`src/rtl/spi_cfg_pkg.sv`:
```
// Shared types and defaults for the SPI configuration loader.
// Frame width and settle delay track the ADC shift register.
package spi_cfg_pkg;

  localparam int CFG_WIDTH      = 180;
  localparam int SETTLE_DEFAULT = 4;

  typedef enum logic [1:0] {
    IDLE,
    ACTIVE,
    SETTLE,
    LOAD
  } state_t;

endpackage

```
`src/rtl/cdc_sync.sv`:
```
// Depth-N single-bit synchronizer for asynchronous SPI pins.
// No reset anywhere so the first stage stays a plain capture flop.
module cdc_sync #(
  parameter int N = 2
) (
  input  logic clk,
  input  logic d,
  output logic q
);

  logic [N-1:0] sr;

  always_ff @(posedge clk) begin
    sr <= {sr[N-2:0], d};
  end

  assign q = sr[N-1];

endmodule

```
`src/rtl/spi_config_loader.sv`:
```
// Counts SCLK edges per CS frame and applies well-formed frames
// to the shadow configuration register feeding the ADC core.
module spi_config_loader
  import spi_cfg_pkg::*;
#(
  parameter int WIDTH         = CFG_WIDTH,
  parameter int SETTLE_CYCLES = SETTLE_DEFAULT,
  parameter int SYNC_STAGES   = 2
) (
  input  logic             clk,
  input  logic             rst,
  input  logic             spi_cs_b,
  input  logic             spi_sclk,
  input  logic [WIDTH-1:0] spi_bits,
  output logic [WIDTH-1:0] cfg_bits,
  output logic             cfg_update,
  output logic             frame_err,
  output logic [7:0]       load_count
);

  localparam int EW = $clog2(WIDTH + 2);

  logic          cs_s;
  logic          sclk_s;
  logic          sclk_q;
  logic          sclk_rise;
  logic [EW-1:0] edge_cnt;
  logic [3:0]    settle_cnt;
  state_t        state;

  cdc_sync #(.N(SYNC_STAGES)) u_cs_sync (
    .clk (clk),
    .d   (spi_cs_b),
    .q   (cs_s)
  );

  cdc_sync #(.N(SYNC_STAGES)) u_sclk_sync (
    .clk (clk),
    .d   (spi_sclk),
    .q   (sclk_s)
  );

  assign sclk_rise = sclk_s & ~sclk_q;

  always_ff @(posedge clk) begin
    if (rst) begin
      state      <= IDLE;
      edge_cnt   <= '0;
      settle_cnt <= '0;
      sclk_q     <= 1'b0;
      cfg_bits   <= '0;
      cfg_update <= 1'b0;
      frame_err  <= 1'b0;
      load_count <= '0;
    end else begin
      sclk_q     <= sclk_s;
      cfg_update <= 1'b0;
      unique case (state)
        IDLE: begin
          if (!cs_s) begin
            edge_cnt <= '0;
            state    <= ACTIVE;
          end
        end
        ACTIVE: begin
          if (cs_s) begin
            if (edge_cnt == EW'(WIDTH)) begin
              settle_cnt <= 4'(SETTLE_CYCLES - 1);
              state      <= SETTLE;
            end else begin
              frame_err <= 1'b1;
              state     <= IDLE;
            end
          end else if (sclk_rise &&
                       edge_cnt != EW'(WIDTH + 1)) begin
            edge_cnt <= edge_cnt + 1'b1;
          end
        end
        SETTLE: begin
          // CS re-asserted early: drop this frame quietly
          if (!cs_s) begin
            edge_cnt <= '0;
            state    <= ACTIVE;
          end else if (settle_cnt == '0) begin
            state <= LOAD;
          end else begin
            settle_cnt <= settle_cnt - 1'b1;
          end
        end
        LOAD: begin
          cfg_bits   <= spi_bits;
          cfg_update <= 1'b1;
          load_count <= load_count + 8'd1;
          frame_err  <= 1'b0;
          if (!cs_s) begin
            edge_cnt <= '0;
            state    <= ACTIVE;
          end else begin
            state <= IDLE;
          end
        end
        default: state <= IDLE;
      endcase
    end
  end

endmodule

```
`config.mk`:
```
export PLATFORM = sky130hd
export DESIGN_NAME = spi_config_loader
export DESIGN_NICKNAME = d
export VERILOG_FILES = /design/src/rtl/spi_cfg_pkg.sv /design/src/rtl/cdc_sync.sv /design/src/rtl/spi_config_loader.sv
export SDC_FILE = /design/constraint.sdc
export NUM_CORES = 1
export LEC_CHECK = 0
export BUFFER_PORTS_ARGS = -buffer_cell sky130_fd_sc_hd__buf_2
export CAP_MARGIN = 30
export CORE_AREA = 5 5 141 143
export DETAILED_ROUTE_END_ITERATION = 6
export DIE_AREA = 0 0 146 148
export PLACE_DENSITY_LB_ADDON = 0.12
export SLEW_MARGIN = 20
export SYNTH_ARGS = -nofsm -noshare
export SYNTH_HDL_FRONTEND = slang
export SYNTH_HIERARCHICAL = 1
export SYNTH_SLANG_ARGS = --single-unit
```
`constraint.sdc`:
```
create_clock -name clk -period 4 [get_ports clk]
set_input_delay 0.8 -clock clk [delete_from_list [all_inputs] [get_ports clk]]
set_output_delay 0.8 -clock clk [all_outputs]
set_load 0.01 [all_outputs]
```
# Word level (Yosys, flattened, before mapping)
# Cells that the tools add are included.
# totals
reg_bits	209
latch_bits	0
mem_bits_rw	0
romBits	0
input_bits	184
out_inout_bits	190
word_cells	60
memories	0
# op_classes
addsub	3
multipliers	0
div_mod_pow	0
order_cmp	0
n_eq_ne	15
n_shift	0
n_mux	20
bitwise_logic	2
n_reduce_logical	10
# op_table
cell	count
2-to-1 mux 8 bit	3
adder 8 x 1 -> 8 bit (second input constant)	2
2-to-1 mux 4 bit	4
case mux 8 bit (2 select lines)	1
!= test 2 bit (second input constant)	7
2-to-1 mux 2 bit	5
AND reduction 3 bit	3
== test 8 bit (second input constant)	1
!= test 8 bit (second input constant)	1
case mux 2 bit (4 select lines)	1
case mux 4 bit (2 select lines)	1
AND reduction 5 bit	1
== test 2 bit (second input constant)	2
zero test 4 bit	1
2-to-1 mux 1 bit	4
!= test 2 x 1 -> 1 bit (second input constant)	2
nonzero test 2 bit	2
subtractor 4 x 1 -> 4 bit (second input constant)	1
!= test 3 bit (second input constant)	1
OR reduction 3 bit	1
== test 2 x 1 -> 1 bit (second input constant)	1
zero test 2 bit	1
case mux 1 bit (2 select lines)	1
bitwise AND 1 bit	1
other kinds (2)	2

# Logic depth before layout (Yosys ltp)
# logic_depth
word_depth	6
mapped_depth	6
mapped_depth_nobuf	6

# Modules after synthesis
# Netlist, hierarchy kept.
# by_module_without_submodules
module	instances	cells_per_inst	area_per_inst_um2	seq_area_each_um2
spi_config_loader	1	924	7319.5	4103.9
cdc_sync	2	2	40.0	40.0

# Worst setup path before layout
# Ideal clock, no wire load.
# synth_path
path_kind	input-to-reg
start	input port rst
end	register cfg_bits[46]
setup_ns	0.132
arrival_time_ns	1.596
path_slack_ns	2.271
stages	4
path_cell_list	clkbuf_1 > clkbuf_1 > clkbuf_1 > a21oi_1
# synth_lines
item	line_no	source
from (decl)	spi_config_loader.sv:11	input logic rst,
to (signal assigned)	spi_config_loader.sv:91	cfg_bits <= spi_bits;
to (decl)	spi_config_loader.sv:15	output logic [WIDTH-1:0] cfg_bits,
# No word-level cell between the ends.

# Final worst setup path
# layout_path
start	register state[0]
end	register load_count[0]
# layout_via
elab_chain_len	1
# layout_lines
item	line_no	source
from (decl)	spi_config_loader.sv:29	state_t state;
from (signal assigned)	spi_config_loader.sv:47	state <= IDLE;
from (signal assigned)	spi_config_loader.sv:62	state <= ACTIVE;
from (signal assigned)	spi_config_loader.sv:69	state <= SETTLE;
== test 2 bit	spi_config_loader.sv:58	unique case (state)
to (signal assigned)	spi_config_loader.sv:93	load_count <= load_count + 8'd1;
to (decl)	spi_config_loader.sv:18	output logic [7:0] load_count
# Every way passes these cells.
# A chain may end at the register's enable or synchronous reset.

==> run summary <==
Final count of hold timing violations - 0
Tcrit/Tclk final - 0.516
Slowest CP cell - and2_4
WP buf/inv - 1
DR iter-0 viols - 328
First-pass GRT wire length - 36.2 mm
Register Area - 4180 um^2
Slew HR - 0.418
HP Class - flip-flop to flip-flop
Htree depth - 1
Crit path max-delay family - simple AND/OR/NAND/NOR gates
Initial antenna violation count - 4
Die area - 21,600 um^2
Outcome - finished, final reports clean
PwrDens - 420 nW/um^2
CP Launch Type - flip-flop
Crit Path Category - flip-flop to flip-flop
Worst slew pin tran - 0.874 ns
Worst-path clk slew - 0.06 ns
IO Pins - 374
GRT overflow - 0
Avg Cell Area, Syn - 7.97 um^2
Sequential fraction of the synthesis area - 0.565
Synth warn - 6
DR pass1 iterations - 4
Hold slack - 0.325 ns
Fillers - 1,829
WP data arrival - 2.44 ns
Worst path cell trace - and2_4 > buf_4 > xnor2_1 > nor2_1
Largest family of logic cells by synthesized area - simple AND/OR/NAND/NOR gates
Vias per cell - 4.72
Simple-gate share of the synthesized area - 0.229
# port buffers - 373
Synth Area in Compound Gates - 0.148
Commonest non-fill, non-tap cell in the layout - buf_2
Syn_nets - 1,117
Maximum VDD drop - 0.314 mV
Adder-Cell Fraction of Synth Area - 0.00845
Clock sink total - 209
Drt wl/cell - 15.4 um
Max Clock Skew - 0.00909 ns
Tmin final - 2.06 ns
Vias in the first global route - 6,755
GRT Total Usage - 0.202
Layout cells sized above 1 - 0.326
# rows - 50
Register bit total from synthesis - 209
Largest net degree at the start of global routing - 103
Nets@finish - 1,453
RSZ-0062 raised after global routing - false
Area growth from synthesis to layout - 36.8%
Final cell count without fillers - 1,514
Cells after Synth - 928
# resized after CTS - 0
Max-slew violation count - 0
TritonCTS Buffers - 23
Post-synth top flop - dfxtp_1
Critical path peak fanout - 80
MaxCap Viol Count - 0
Async SR Flop Fraction - 0
Footprint of the multi-input gates - 2950 um^2
Initial Utilization - 0.401
CTS Buffer Depth - 3
Post-DP HPWL - 16.4 mm
DR vias - 7,148
Die Y - 148 um
DRC Markers - 0
Post-synth EDFFs - 0
Mux contribution to synthesized area - 0.00135
Mapped Area - 7400 um^2
Setup Buffers After CTS - 0
Clock root cell - clkbuf_16
Fin Setup TNS - 0 ns
Post-DRT Antenna Nets - 0
Leak - 4.42 nW
CP required - 4.38 ns
Final Setup Violations - 0
Most frequent cells in the layout - 372 x buf_2, 369 x nand2_1, 209 x dfxtp_1
Fmax - 485 MHz
Final wirelength - 23.4 mm
Placed insts - 1,473
Crit path largest cell delay - 0.76 ns
Netlist cell types - 37
Die W - 146 um
Setup crit end kind - flip-flop
Clk Latency, worst-skew pair - 0.50 ns
Routability Congestion - 0.802
Hold-fix buffers at CTS - 0
Core area - 18,500 um^2
Synth Area in XOR/XNOR - 0.00829
CTS tree - yes
[synth_stat cells (all sizes together) (3+ instances only)]
master / count / area share
a21oi: 192 / 0.13
a31oi: 6 / 0.0051
and3: 3 / 0.0025
buf: 18 / 0.011
clkbuf: 50 / 0.026
dfxtp: 209 / 0.57
ha: 5 / 0.0085
inv: 4 / 0.0020
nand2: 370 / 0.19
nand2b: 4 / 0.0034
nand3: 5 / 0.0034
nand4: 7 / 0.0059
nor2: 13 / 0.0066
nor2b: 3 / 0.0025
o21ai: 5 / 0.0034
or3: 3 / 0.0025
xor2: 6 / 0.0071
[worst paths after layout]
path | startpoint | end | slack, ns | cells after the start
setup / recovery | state[0] | load_count[0] | 1.94 | 4
hold / removal | u_cs_sync/sr[0] | u_cs_sync/sr[1] | 0.33 | 0
setup reg to reg | state[0] | load_count[0] | 1.94 | 4
hold reg to reg | u_cs_sync/sr[0] | u_cs_sync/sr[1] | 0.33 | 0
[metal layers]
layer  up-vias  GRT usage  wire length [um]
li1       3697          -                 -
met1      3124      0.249              9570
met2       278      0.327             10800
met3        45     0.0815              2480
met4         4     0.0597               554
met5         -          0                27
[report_power, final]
part	internal, W	total [W]	switching [W]	leakage, nW
Clock	0.00121	0.00203	0.000815	0.353
Combinational	0.0000717	0.000137	0.0000654	2.38
Sequential	0.00209	0.00209	0.00000479	1.68
[final cells by class]
class,count,area share
multi-input cells,647,0.291
well taps,234,0.0289
clock buffers,34,0.0659
repair buffers,379,0.193
flip-flops and latches,209,0.413
clock inverters,5,0.00556
diodes,2,0.000494
inverters,4,0.00148
[state kept, by name (all words and copies together), names as in the netlist]
name and count:
u_sclk_sync/sr 2, load_count 8, cfg_update 1, edge_cnt 8, state 2, settle_cnt 4, u_cs_sync/sr 2, cfg_bits 180
frame_err 1, sclk_q 1
[cells by family (layout without fill, tap and decap cells)]
logic type                 count (synthesis)  in the layout
xor gates and xnor gates                   7              7
and+or+nand+nor                          422            422
other                                      0              2
adders and majority gates                  5              5
DFF                                      209            209
buffers and inverters                     72            422
muxes                                      1              1
AOI/OAI and AO/OA                        212            212
[through the flow]
step / utilization / power [W] / area, um^2 / setup slack, ns
after CTS: 0.548 / 0.00432 / 10100 / 1.92
after global routing: 0.548 / 0.00444 / 10100 / 1.77
after global placement: 0.508 / 0.00227 / 9380 / 1.99
after floorplan: - / 0.00217 / 7400 / 2.27
after detailed placement: 0.509 / 0.00227 / 9390 / 1.93
final: 0.548 / 0.00425 / 10100 / 1.94
[worst register-to-register path: cells and delay by family (launching register included)]
kind	cells	cell delay [ns]
XOR/XNOR	1	0.16
AND/OR/NAND/NOR	2	0.81
flip-flops	1	0.50
buffers and inverters	1	0.47
(Power assumes the default switching activity.)
